<file path="config.mk">
export PLATFORM = sky130hd
export DESIGN_NAME = jump_redirect_stage
export DESIGN_NICKNAME = d
export VERILOG_FILES = /design/src/rtl/jump_redirect_stage.sv
export SDC_FILE = /design/constraint.sdc
export NUM_CORES = 1
export LEC_CHECK = 0
export ABC_AREA = 1
export CORE_AREA = 5 5 175 177
export DETAILED_ROUTE_END_ITERATION = 7
export DIE_AREA = 0 0 180 182
export PLACE_DENSITY = 0.67
export REMOVE_ABC_BUFFERS = 1
export SYNTH_ARGS = -nofsm -noshare
export SYNTH_HDL_FRONTEND = slang
export SYNTH_SLANG_ARGS = --single-unit
</file>
<file path="constraint.sdc">
create_clock -name clock -period 3.8 [get_ports clock]
set_clock_uncertainty 0.05 [all_clocks]
set_input_delay 0.76 -clock clock [delete_from_list [all_inputs] [get_ports clock]]
set_output_delay 0.76 -clock clock [all_outputs]
set_load 0.02 [all_outputs]
</file>
<file path="src/rtl/jump_redirect_stage.sv">
// jump_redirect_stage: single-entry register stage behind the jump datapath.
// Holds one jump/auipc uop and drives its valid/ready writeback.
// Issues a one-shot redirect when the computed target differs from the
// predicted target, and drops any entry that a ROB flush kills.
// Optional macro JUMP_REDIRECT_PERF_EN builds the jump and mispredict counters.
// Without it, io_perf_* are tied to zero.
module jump_redirect_stage #(
  parameter int unsigned XLEN      = 64,
  parameter int unsigned VADDR_W   = 39,
  parameter int unsigned ROB_PTR_W = 9,
  parameter int unsigned PDEST_W   = 7
) (
  input  logic                 clock,
  input  logic                 reset,
  input  logic                 io_in_valid,
  output logic                 io_in_ready,
  input  logic [XLEN-1:0]      io_in_result,
  input  logic [XLEN-1:0]      io_in_target,
  input  logic                 io_in_isAuipc,
  input  logic [VADDR_W-1:0]   io_in_predTarget,
  input  logic [ROB_PTR_W-1:0] io_in_robIdx,
  input  logic [PDEST_W-1:0]   io_in_pdest,
  input  logic                 io_in_rfWen,
  input  logic                 io_flush_valid,
  input  logic [ROB_PTR_W-1:0] io_flush_robIdx,
  input  logic                 io_flush_self,
  output logic                 io_out_valid,
  input  logic                 io_out_ready,
  output logic [XLEN-1:0]      io_out_data,
  output logic [ROB_PTR_W-1:0] io_out_robIdx,
  output logic [PDEST_W-1:0]   io_out_pdest,
  output logic                 io_out_rfWen,
  output logic                 io_redirect_valid,
  output logic [ROB_PTR_W-1:0] io_redirect_robIdx,
  output logic [VADDR_W-1:0]   io_redirect_target,
  output logic [63:0]          io_perf_jumpCnt,
  output logic [63:0]          io_perf_mispredCnt
);

  localparam int unsigned IDX_W = ROB_PTR_W - 1;

  // a is older than b in ROB order (wrap flag flips the index comparison)
  function automatic logic is_older(input logic [ROB_PTR_W-1:0] a,
                                    input logic [ROB_PTR_W-1:0] b);
    if (a[ROB_PTR_W-1] == b[ROB_PTR_W-1]) return a[IDX_W-1:0] < b[IDX_W-1:0];
    else                                  return a[IDX_W-1:0] > b[IDX_W-1:0];
  endfunction

  // x is squashed by the flush presented this cycle
  function automatic logic is_killed(input logic                 fv,
                                     input logic [ROB_PTR_W-1:0] fidx,
                                     input logic                 fself,
                                     input logic [ROB_PTR_W-1:0] x);
    return fv & (is_older(fidx, x) | (fself & (x == fidx)));
  endfunction

  logic                 valid_q,   valid_d;
  logic                 new_q,     new_d;
  logic [XLEN-1:0]      data_q,    data_d;
  logic [VADDR_W-1:0]   target_q,  target_d;
  logic                 auipc_q,   auipc_d;
  logic [VADDR_W-1:0]   pred_q,    pred_d;
  logic [ROB_PTR_W-1:0] rob_q,     rob_d;
  logic [PDEST_W-1:0]   pdest_q,   pdest_d;
  logic                 rfwen_q,   rfwen_d;

  logic s1_kill, in_kill, in_ready, in_fire, load;
  logic out_valid, out_fire, mis, redirect;

  // only the low VADDR_W target bits take part in the redirect
  logic unused_target_hi;
  assign unused_target_hi = ^io_in_target[XLEN-1:VADDR_W];

  // kill, handshake and next-state for the S1 entry
  always_comb begin
    valid_d  = valid_q;
    new_d    = 1'b0;
    data_d   = data_q;
    target_d = target_q;
    auipc_d  = auipc_q;
    pred_d   = pred_q;
    rob_d    = rob_q;
    pdest_d  = pdest_q;
    rfwen_d  = rfwen_q;

    s1_kill   = valid_q & is_killed(io_flush_valid, io_flush_robIdx, io_flush_self, rob_q);
    in_kill   = is_killed(io_flush_valid, io_flush_robIdx, io_flush_self, io_in_robIdx);
    in_ready  = ~valid_q | io_out_ready | s1_kill;
    in_fire   = io_in_valid & in_ready;
    load      = in_fire & ~in_kill;
    out_valid = valid_q & ~s1_kill;
    out_fire  = out_valid & io_out_ready;
    mis       = ~auipc_q & (target_q != pred_q);
    redirect  = valid_q & new_q & mis & ~s1_kill;

    if (load) begin
      valid_d  = 1'b1;
      new_d    = 1'b1;
      data_d   = io_in_result;
      target_d = io_in_target[VADDR_W-1:0];
      auipc_d  = io_in_isAuipc;
      pred_d   = io_in_predTarget;
      rob_d    = io_in_robIdx;
      pdest_d  = io_in_pdest;
      rfwen_d  = io_in_rfWen;
    end else if (out_fire || s1_kill) begin
      valid_d  = 1'b0;
    end
  end

  // S1 entry register
  always_ff @(posedge clock) begin
    if (reset) begin
      valid_q  <= 1'b0;
      new_q    <= 1'b0;
      data_q   <= '0;
      target_q <= '0;
      auipc_q  <= 1'b0;
      pred_q   <= '0;
      rob_q    <= '0;
      pdest_q  <= '0;
      rfwen_q  <= 1'b0;
    end else begin
      valid_q  <= valid_d;
      new_q    <= new_d;
      data_q   <= data_d;
      target_q <= target_d;
      auipc_q  <= auipc_d;
      pred_q   <= pred_d;
      rob_q    <= rob_d;
      pdest_q  <= pdest_d;
      rfwen_q  <= rfwen_d;
    end
  end

  assign io_in_ready        = in_ready;
  assign io_out_valid       = out_valid;
  assign io_out_data        = data_q;
  assign io_out_robIdx      = rob_q;
  assign io_out_pdest       = pdest_q;
  assign io_out_rfWen       = rfwen_q;
  assign io_redirect_valid  = redirect;
  assign io_redirect_robIdx = rob_q;
  assign io_redirect_target = target_q;

`ifdef JUMP_REDIRECT_PERF_EN
  logic [63:0] jump_cnt_q, mispred_cnt_q;

  // wrapping event counters for written-back jumps and issued redirects
  always_ff @(posedge clock) begin
    if (reset) begin
      jump_cnt_q    <= '0;
      mispred_cnt_q <= '0;
    end else begin
      if (out_fire && !auipc_q) jump_cnt_q    <= 64'(jump_cnt_q + 64'd1);
      if (redirect)             mispred_cnt_q <= 64'(mispred_cnt_q + 64'd1);
    end
  end

  assign io_perf_jumpCnt    = jump_cnt_q;
  assign io_perf_mispredCnt = mispred_cnt_q;
`else
  assign io_perf_jumpCnt    = 64'd0;
  assign io_perf_mispredCnt = 64'd0;
`endif

endmodule

</file>
After elaboration in Yosys (flattened, before gate mapping) --
Index checks and enable logic that the tools add are counted.
Storage, ports and cells: RAM bits 0, bits in latches 0, bits in read-only memories 0, memories 0, flip-flop bits (word level) 162
Operators by class: multiply operators 0, div/mod/pow operators 0, reductions and logical operators 2, $add $sub $neg 0, shift operators 0, eq/ne operators 5, bitwise logic cells 21, order comparisons 4, muxes and demuxes 5
Operators by type and width (number):
- inequality test 39 bit | 1
- equality test 9 bit | 2
- greater-than comparator 8 bit | 2
- less-than comparator 8 bit | 2
- bitwise AND 1 bit | 13
- 2-to-1 mux 1 bit | 5
- NOT 1 bit | 4
- bitwise OR 1 bit | 4
- equality test 1 bit | 2
- nonzero test 2 bit | 1
- logical OR 1 bit | 1

Depth between registers and ports, before layout --
Gate-level depths: netlist of run 1.
word-level depth 11, depth in mapped cells 18, mapped depth without buffers 16

Worst setup path before layout of run 1 --
No wires, ideal clock.
path type input-to-output, start in io_flush_robIdx[7], end out io_in_ready, data required time 2.990 ns, arrival 2.024 ns, stages 11, slack 0.966 ns, path through ha_1 > nand2_1 > nor2_2 > nand3_1 > nand2_1 > inv_1 > a21oi_1 > nand2_1 > nand3_4 > buf_6 > buf_4
On the way: longest elaborated chain between the ends 6
Ends and longest elaborated chain:
- from (decl) | RTL line 25 | input logic [ROB_PTR_W-1:0] io_flush_robIdx,
- greater-than comparator 8 bit (tied with other cells) | RTL line 46 | else return a[IDX_W-1:0] > b[IDX_W-1:0];
- 2-to-1 mux 1 bit or bitwise AND 1 bit (tied branches) | RTL line 45, 54
- bitwise OR 1 bit * | RTL line 54 | return fv & (is_older(fidx, x) | (fself & (x == fidx)));
- bitwise AND 1 bit * | RTL line 54
- bitwise AND 1 bit * | RTL line 86 | s1_kill = valid_q & is_killed(io_flush_valid, io_flush_robIdx, io_flush_self, rob_q);
- bitwise OR 1 bit * | RTL line 88 | in_ready = ~valid_q | io_out_ready | s1_kill;
- to (decl) | RTL line 16 | output logic io_in_ready,
Every way passes the cells marked *; elsewhere a longest branch is shown, timed or not.

Worst setup path in the final report of run 1 --
start in io_flush_robIdx[0], end out io_in_ready
The elaborated chain is that of the path after synthesis.

==> flow_summary.yaml, run 1 <==
status:
  status: "finished clean"
place:
  dp_cells: 1972
  gp_routability_congestion: 0.7748
  pre_cts_ws_ps: -48.38
  hpwl_um: 18290
  portBuffers: 306
setup_path:
  worstPathCellList: "clkdlybuf4s50_1, inv_1, ha_1, nand2_1, nor2_1, nand3_1, nand2_1, inv_1, a21oi_1, nand2_1, nand3_4, dlygate4sd2_1"
  rrSetupSlack_ps: 1000
  slowest_stage: "clkdlybuf4s50_1"
  r2r-end: "pred_q[7]$_SDFFE_PP0P_"
  cpMostUsedCell: "nand2_1"
  crit_arrival_ps: 2750
  crit_type: "input pin to output pin"
  rr_worst_depth: 15
  start_kind: "input pin"
  end_kind: "output pin"
  max_stage_delay_ps: 460
  timing.rr.start: "io_out_robIdx[1]$_SDFFE_PP0P_"
  cp_max_fo: 6
  crit_required_ps: 2990
grt:
  met2_usage: 0.2503
  track_usage: 0.1494
  use_met1: 0.1752
  grt_pass1_wl_um: 40530
  grt.overflow.total: 0
  antenna_found_initial: 1
  busiest_layer: "met2"
  grt_pass1_vias: 7888
  grtUsageMet3: 0.06190
  grt_max_degree: 121
sta:
  finalHoldViolCount: 0
  holdWs_ps: 425.8
  tightest_slew_ps: 636.9
  relSlewSlack: 0.5754
  worst_slack_ps: 238.2
  tns_ps: 0
  slew_viol_final: 0
  rsz0062_at_grt: "no"
  fin_crit_sh: 0.9373
  fmax_mhz: 280.8
  final-setup-viol-count: 0
  period_minus_slack_ps: 3562
yosys:
  synth_ff_type: "dfxtp_1"
  syn-cell-area_mm2: 0.009330
  synth_top_area_cell: "dfxtp_1"
  avgSynthCellArea_um2: 6.896
  synth-seq-cells: 162
  synthMostInstantiatedCell: "nand2_1"
  synth_area_leaders: "dfxtp_1 (35%), buf_4 (12%), a21oi_1 (8.9%)"
  ys_seq_area_frac: 0.3476
  async_flop_share: 0
  synthCells: 1353
  synth_top_cell_area_share: 0.3476
  synth-edff-count: 0
  yosysWarnings: 0
  synth_common_cells: "nand2_1 (201), inv_1 (187), nor2_1 (174)"
  synth_cell_types: 27
floorplan:
  die_x_um: 180
  start_util: 0.3208
  die_h_um: 182
  die_area_mm2: 0.03276
  rows: 63
  io_pins: 460
  core_area_mm2: 0.02909
power_and_ir_drop:
  power_density_mw_per_mm2: 415.8
  ir_drop_mv: 0.2743
  leakagePower_nw: 5.999
route:
  antenna_left: 0
  drt-vias-per-instance: 4.263
  drt_pass1_iterations: 4
  drc: 0
  vias: 8531
  routed_wl_um: 25790
  wl_per_cell_um: 12.89
  initialDrtViolationCount: 414
clock_tree:
  htreeDepth: 4
  cts_tree: "built"
  clk_latency_ps: 420
  root_buffer: "clkbuf_16"
  cts_num_sinks: 162
  cts_inserted_buffers: 17
  clock_path_buffers: 2
  clk_pin_slew_ps: 60
worst_hold_path:
  hold_end: "io_out_data[45]$_SDFFE_PP0P_"
  whs_path_depth: 2
  hold_path_startpoint: "io_out_data[45]$_SDFFE_PP0P_"
  hp-class: "flip-flop to flip-flop"
final_layout:
  syn2layout_area_growth_pct: 34.10
  layout.nets: 1817
  n_antenna_cell: 0
  drive_gt1_frac: 0.03290
  fin_cells: 2001
run:
  cap_violations: 0
==> layer usage <==
metal,share of wire,routed length [µm]
met5,0.00027,7
met4,0.017,435
met3,0.088,2273
met2,0.47,12190
met1,0.42,10880
==> sequential cells by signal, summed over array words and instances, names as in the netlist <==
register and flops:
io_out_data 64, io_redirect_target 39, pred_q 39, io_out_robIdx 9, io_out_pdest 7, auipc_q 1
io_out_rfWen 1, new_q 1, valid_q 1
==> critical path: cells and delay by family <==
kind | cells | cell delay [ps]
fa+ha+maj | 1 | 280
simple gates | 6 | 650
buf+inv | 4 | 920
compound gates | 1 | 130
==> logic make-up (layout without fill, tap and decap cells) <==
logic type	after synthesis	count (layout)	share of synthesized area
adders and majority gates	16	16	0.02146
other	1	128	0.0004019
xor gates and xnor gates	36	36	0.03379
buffers and inverters	412	543	0.2525
DFF	162	162	0.3476
AOI/OAI and AO/OA	173	173	0.09535
and+or+nand+nor	553	553	0.2489
==> area by class of cell <==
cell class | instances | area [µm²]
clock buffers | 20 | 436.7
clock inverters | 9 | 111.4
fillers | 3001 | 16570
inverters | 188 | 708.2
multi-input cells | 906 | 4208
flip-flops and latches | 162 | 3243
well taps | 390 | 488.0
repair buffers | 326 | 3317
==> power by group <==
part | leakage (nW) | switching (W) | internal [W]
logic | 4.41 | 0.000830 | 0.000693
registers | 1.34 | 0.000122 | 0.00188
clock network | 0.250 | 0.000723 | 0.000958
==> stage by stage <==
stage | total power, W | instance area, µm² | utilization
finish | 0.005203 | 12510 | 0.4302
global placement | 0.003547 | 11960 | 0.4112
floorplan | 0.002925 | 8157 | -
global route | 0.005520 | 12510 | 0.4302
CTS | 0.005283 | 12510 | 0.4300
detailed placement | 0.003569 | 11960 | 0.4112
==> cells in the final DEF (no fill, tap or decap), drive strengths merged, types with 2 or more instances in the layout <==
cell type	instances
a21o	2
a21oi	168
buf	20
bufinv	2
clkbuf	20
clkdlybuf4s50	303
clkinvlp	5
conb	128
dfxtp	162
dlymetal6s2s	2
ha	16
inv	189
nand2	201
nand3	165
nand4	6
nor2	175
nor3	4
or2	2
xnor2	26
xor2	10
==> what timing repair did <==
action                     CTS  global route
setup endpoints to repair    1             2
setup buffers                0             0
hold buffers                 0             0
gates resized for setup      1             2
==> how the worst max path moves through the flow <==
stage | to | slack (ps) | cells past startpoint | start
final | io_in_ready | 240 | 12 | io_flush_robIdx[0]
after global routing | io_in_ready | 110 | 12 | io_flush_robIdx[0]
after CTS | io_redirect_valid | 60 | 12 | io_flush_robIdx[5]
after detailed placement | io_in_ready | -50 | 12 | io_flush_robIdx[0]
after global placement | io_in_ready | -30 | 12 | io_flush_robIdx[0]
after floorplan | valid_q$_SDFFE_PP0P_ | -2160 | 10 | io_in_robIdx[7]
Note: power is estimated with default switching activity, not from simulation.
==> inputs of run 2 (changes only) <==
--- a/config.mk
+++ b/config.mk
@@ -11,6 +11,7 @@
 export DIE_AREA = 0 0 180 182
 export PLACE_DENSITY = 0.67
 export REMOVE_ABC_BUFFERS = 1
+export SLEW_MARGIN = 10
 export SYNTH_ARGS = -nofsm -noshare
 export SYNTH_HDL_FRONTEND = slang
 export SYNTH_SLANG_ARGS = --single-unit
==> results of run 2 <==
Same layout as run 1: the final DEF is identical, and so are final timing and power.
